$ cat src/rtl/regfile_wb_arbiter_pkg.sv
// Shared constants for the register-file writeback path.
//   RegNumWidth / DataWidth : default register index and data widths
//   NUM_REG                 : architectural register count (x0..x31)
//   REQ_ALU/REQ_LSU/REQ_MDU : fixed requester slots on the writeback arbiter
package regfile_wb_arbiter_pkg;

    localparam int RegNumWidth = 5;
    localparam int DataWidth   = 32;
    localparam int NUM_REG     = 32;

    localparam int REQ_ALU = 0;
    localparam int REQ_LSU = 1;
    localparam int REQ_MDU = 2;

endpackage

$ cat src/rtl/regfile_wb_arbiter_rr.sv
// rr_arbiter: purely combinational round-robin arbiter.
//   valid    : per-requester request
//   ptr      : index of the last winner; the scan starts at ptr+1
//   grant    : one-hot grant (zero when nothing is valid)
//   grantIdx : encoded index of the winner (ptr when nothing is valid)
//   anyGrant : some requester won
module rr_arbiter #(
    parameter int NUM_REQ = 3,
    parameter int PtrW    = (NUM_REQ > 1) ? $clog2(NUM_REQ) : 1
) (
    input  logic [NUM_REQ-1:0] valid,
    input  logic [PtrW-1:0]    ptr,
    output logic [NUM_REQ-1:0] grant,
    output logic [PtrW-1:0]    grantIdx,
    output logic               anyGrant
);

    localparam logic [PtrW-1:0] LastIdx = PtrW'(NUM_REQ - 1);

    logic [PtrW-1:0] idx;

    // Walk NUM_REQ slots starting one past the last winner. The wrap is
    // explicit so non-power-of-two NUM_REQ never indexes past the end.
    always_comb begin
        grant    = '0;
        grantIdx = ptr;
        anyGrant = 1'b0;
        idx      = ptr;
        for (int i = 0; i < NUM_REQ; i++) begin
            idx = (idx == LastIdx) ? '0 : idx + PtrW'(1);
            if (!anyGrant && valid[idx]) begin
                anyGrant    = 1'b1;
                grant[idx]  = 1'b1;
                grantIdx    = idx;
            end
        end
    end

endmodule

$ cat src/rtl/regfile_wb_arbiter.sv
// regfile_wb_arbiter: shares the register-file write port between NUM_REQ
// writeback units with round-robin arbitration, and keeps a busy-bit
// scoreboard of destinations with writes in flight for hazard detection.
//   clk, reset          : clock, asynchronous active-high reset
//   req_valid/num/data  : packed per-requester write requests (slice k)
//   req_ready           : one-hot grant back to the requesters
//   alloc_valid/num     : issue stage reserving a destination register
//   rd_num0/rd_num1     : source registers of the instruction in issue
//   hazard              : issue must stall (RAW on sources, WAW on alloc)
//   regsWriteEnable/regWriteNum/regWriteData : registered write port
module regfile_wb_arbiter
    import regfile_wb_arbiter_pkg::*;
#(
    parameter int NUM_REQ     = 3,
    parameter int RegNumWidth = regfile_wb_arbiter_pkg::RegNumWidth,
    parameter int DataWidth   = regfile_wb_arbiter_pkg::DataWidth
) (
    input  logic                           clk,
    input  logic                           reset,
    input  logic [NUM_REQ-1:0]             req_valid,
    input  logic [NUM_REQ*RegNumWidth-1:0] req_num,
    input  logic [NUM_REQ*DataWidth-1:0]   req_data,
    output logic [NUM_REQ-1:0]             req_ready,
    input  logic                           alloc_valid,
    input  logic [RegNumWidth-1:0]         alloc_num,
    input  logic [RegNumWidth-1:0]         rd_num0,
    input  logic [RegNumWidth-1:0]         rd_num1,
    output logic                           hazard,
    output logic                           regsWriteEnable,
    output logic [RegNumWidth-1:0]         regWriteNum,
    output logic [DataWidth-1:0]           regWriteData
);

    localparam int PtrW = (NUM_REQ > 1) ? $clog2(NUM_REQ) : 1;
    localparam logic [PtrW-1:0] LastIdx = PtrW'(NUM_REQ - 1);

    logic [PtrW-1:0]        rrPtr;
    logic [PtrW-1:0]        grantIdx;
    logic [NUM_REQ-1:0]     grant;
    logic                   anyGrant;
    logic                   transfer;
    logic [RegNumWidth-1:0] winNum;
    logic [DataWidth-1:0]   winData;
    logic [NUM_REG-1:0]     busy;
    logic [NUM_REG-1:0]     busyNext;

    rr_arbiter #(.NUM_REQ(NUM_REQ), .PtrW(PtrW)) uArb (
        .valid    (req_valid),
        .ptr      (rrPtr),
        .grant    (grant),
        .grantIdx (grantIdx),
        .anyGrant (anyGrant)
    );

    // Grants are masked during reset so nothing is handed out while the
    // state that would record the transfer is being cleared.
    assign req_ready = reset ? '0 : grant;
    assign transfer  = anyGrant & ~reset;

    assign winNum  = req_num[grantIdx*RegNumWidth +: RegNumWidth];
    assign winData = req_data[grantIdx*DataWidth +: DataWidth];

    assign hazard = busy[rd_num0] | busy[rd_num1] | (alloc_valid & busy[alloc_num]);

    // Clear first, then set, so a retiring write and a fresh reservation of
    // the same register leave it busy for the new in-flight write.
    always_comb begin
        busyNext = busy;
        if (transfer && winNum != '0)
            busyNext[winNum] = 1'b0;
        if (alloc_valid && alloc_num != '0)
            busyNext[alloc_num] = 1'b1;
        busyNext[0] = 1'b0;
    end

    always_ff @(posedge clk or posedge reset) begin
        if (reset) begin
            busy            <= '0;
            rrPtr           <= LastIdx;
            regsWriteEnable <= 1'b0;
            regWriteNum     <= '0;
            regWriteData    <= '0;
        end else begin
            busy <= busyNext;
            if (transfer) begin
                rrPtr           <= grantIdx;
                // x0 writes are accepted from the requester but never
                // reach the register file.
                regsWriteEnable <= (winNum != '0);
                regWriteNum     <= winNum;
                regWriteData    <= winData;
            end else begin
                regsWriteEnable <= 1'b0;
            end
        end
    end

endmodule
$ cat config.mk
export PLATFORM = sky130hd
export DESIGN_NAME = regfile_wb_arbiter
export DESIGN_NICKNAME = d
export VERILOG_FILES = /design/src/rtl/regfile_wb_arbiter_pkg.sv /design/src/rtl/regfile_wb_arbiter_rr.sv /design/src/rtl/regfile_wb_arbiter.sv
export SDC_FILE = /design/constraint.sdc
export NUM_CORES = 1
export LEC_CHECK = 0
export ABC_AREA = 0
export CAP_MARGIN = 10
export CORE_MARGIN = 5
export CORE_UTILIZATION = 55
export CTS_CLUSTER_SIZE = 25
export DETAILED_ROUTE_END_ITERATION = 12
export DONT_BUFFER_PORTS = 1
export PLACE_DENSITY = 0.68
export SYNTH_ARGS = -nofsm -noshare
export SYNTH_HDL_FRONTEND = slang
export SYNTH_SLANG_ARGS = --single-unit
$ cat constraint.sdc
create_clock -name clk -period 3.56 [get_ports clk]
set_input_delay 0.712 -clock clk [delete_from_list [all_inputs] [get_ports clk]]
set_output_delay 0.712 -clock clk [all_outputs]
set_load 0.05 [all_outputs]
==> impl_metrics.csv <==
group,metric,value,unit
floorplanning,rows,33,
synthesis,synth_area,4670,um2
worst_setup_path,arrival,2.35,ns
timing,finalHoldViolCount,0,
synthesis,synth_top_cell_by_area,"dfrtp_1",
synthesis,synth_nets,627,
worst_setup_path,crit_buf_inv,0,
synthesis,synth_top_area_share,37.5,%
timing,tightest_slew,1.07,ns
worst_setup_path,slowest_delay,0.53,ns
synthesis,ys_seq_elements,71,
global_routing,grt_max_degree,72,
floorplanning,ios,174,
placement,gp_congestion,0.947,
worst_setup_path,cp-end-kind,"output pin",
worst_setup_path,crit_fanout,5,
timing,rsz0062_at_grt,"false",
worst_setup_path,cp_slowest_cell,"mux4_2",
timing,setup_violations,0,
floorplanning,die_h,102,um
finish,layout_common_cells,"70 x dfrtp_1, 65 x nand2_1, 48 x o21ai_0",
worst_setup_path,timing.rr.end,"busy[29]",
routing,routedWlPerCell,22.3,um
routing,wirelength,12.9,mm
worst_setup_path,crit_path_start_kind,"flip-flop",
placement,place_hpwl,9.49,mm
routing,ant_nets,0,
run_status,status,"complete, no violations",
synthesis,synth_area_leaders,"dfrtp_1 38%, mux4_2 12%, mux2i_1 9.4%, nand2_1 5.2%, o21ai_0 5.1%",
floorplanning,core,8260,um2
global_routing,track_usage,25.3,%
finish,nNetsFinal,602,
timing,drv_slew,0,
cts,cts_buffers,9,
global_routing,grt_pass1_wl,20.5,mm
timing,tns,0,ns
power_and_ir_drop,vdd_drop_max,345,uV
floorplanning,start_util,56.5,%
cts,cts_hold_buffers,0,
synthesis,synthCells,495,
finish,area.growth.synth_to_final,4.48,%
synthesis,ys_types,44,
timing,period_minus_slack,3.06,ns
cts,clockRootBuffer,"clkbuf_8",
timing,fmax,327,MHz
synthesis,yosysSeqAreaShare,38.1,%
routing,viasPerCell,6.65,
synthesis,ys.flop_type,"dfrtp_1",
worst_setup_path,crit_required,2.85,ns
finish,mostFrequentLayoutCell,"dfrtp_1",
routing,vias,3857,
floorplanning,die_area,10400,um2
timing,fin_hold_ws,0.553,ns
global_routing,antenna_found_initial,0,
synthesis,yosysWarnings,0,
power_and_ir_drop,leakagePower,1.89,nW
synthesis,postSynthAreaPerCell,9.43,um2
worst_setup_path,rr_worst_depth,6,
power_and_ir_drop,power_density,543,nW/um2
floorplanning,die_w,102,um
worst_setup_path,path_delay_family,"multiplexers",
timing,skew,0.00805,ns
worst_setup_path,crit_chain,"mux4_2, mux4_2, mux2i_1, nand3_1",
cts,cts_setup_buffers,0,
finish,final_util,59.0,%
cts,cts-resized-gates,0,
routing,firstDrtPassIters,4,
timing,max_slew_margin,28.5,%
synthesis,async_flop_share,100,%
routing,drt_iter0_markers,227,
worst_setup_path,cpMostUsedCell,"mux4_2",
worst_setup_path,r2r_slack,0.56,ns
cts,cts_tree,"done",
worst_setup_path,regToRegStartpoint,"rrPtr[1]",
worst_hold_path,min_path_type,"in -> async",
cts,path_clk_slew,0.08,ns
cts,insertion_delay,0.34,ns
placement,port_buffers,0,
global_routing,grt_pass1_vias,3922,
timing,timing.final.crit_share,85.9,%
timing,worst_slack,0.501,ns
routing,drcViolationCount,0,
worst_setup_path,worstSetupPathType,"reg -> out",
cts,cts_buffer_depth,2,
placement,post-place-ws,0.526,ns
global_routing,grt_remaining_overflow,0,
cts,cts_sinks,71,
finish,antennaDiodeCount,0,
synthesis,synth-edff-count,0,
run,maxCapViolCount,0,
cts,h-tree-depth,3,
finish,layout-drive-gt1-share,12.0,%
[cells in the mapped netlist, types with 2 or more instances]
library cell	instances
a21o_1	2
a21oi_1	35
a221o_1	7
a22oi_1	5
a2bb2oi_2	3
and2_1	2
and3_1	3
and3b_1	2
buf_1	2
buf_2	11
buf_4	2
clkbuf_1	27
dfrtp_1	70
inv_1	5
mux2_2	2
mux2i_1	44
mux4_2	24
nand2_1	65
nand3_1	26
nor2_1	38
nor3_1	3
nor3b_1	5
o211ai_1	3
o21a_1	7
o21ai_0	48
o21ai_1	2
o2bb2ai_1	2
o31a_1	4
o31ai_1	31
[worst register-to-register path, cell delays in order, from the launching register on]
cell	delay [ns]
dfstp_2	0.59
mux2i_1	0.10
a22oi_2	0.44
mux2i_1	0.20
o2bb2ai_1	0.79
nand3_1	0.32
a221o_1	0.44
[stage by stage]
stage                     instance area, um2  power (mW)  std cells
after floorplan                         4670        1.85        495
after global routing                    4880        2.78        580
after CTS                               4880        2.67        580
after global placement                  4670        1.96        564
final                                   4880        2.65        580
after detailed placement                4670        1.97        564
[worst max-delay path by stage]
stage,startpoint,end,slack [ns],cells past startpoint
after floorplan,rd_num1[0],hazard,0.18,5
after global placement,req_valid[2],busy[28],0.60,6
after detailed placement,req_valid[2],busy[29],0.53,6
after CTS,busy[7],hazard,0.52,4
after global routing,rrPtr[1],busy[29],0.34,6
final,busy[7],hazard,0.50,4
[layer usage]
metal,vias up,share of wire [%],GRT usage [%]
met2,219,49,40.7
met1,1824,39,33.3
met5,-,0,0
met3,19,11,6.55
met4,0,1.4,8.98
li1,1795,-,-
[final cells by class]
class | instances | area [um2]
fillers | 723 | 3380
multi-input cells | 376 | 2690
flip-flops and latches | 71 | 1780
clock buffers | 12 | 135
well taps | 105 | 131
clock inverters | 4 | 70.1
repair buffers | 7 | 52.6
inverters | 5 | 22.5
[power by group]
group,internal [mW],switching [mW]
clock network,0.394,0.297
logic,0.249,0.378
registers,0.909,0.423
total,1.55,1.10
[state kept, by name (all words and copies together), names as in the netlist]
name / flops
busy: 31
regWriteData: 32
regWriteNum: 5
regsWriteEnable: 1
rrPtr: 2
[logic make-up (layout without fill, tap and decap cells)]
family / after synthesis / in the layout / synth area share (%)
AO/OA/AOI/OAI: 156 / 156 / 21.8
buffers and inverters: 48 / 28 / 4.48
flip-flops: 71 / 71 / 38.1
multiplexers: 70 / 70 / 21.5
AND/OR/NAND/NOR: 150 / 150 / 14.1
Power figures use the tool's default switching activity.
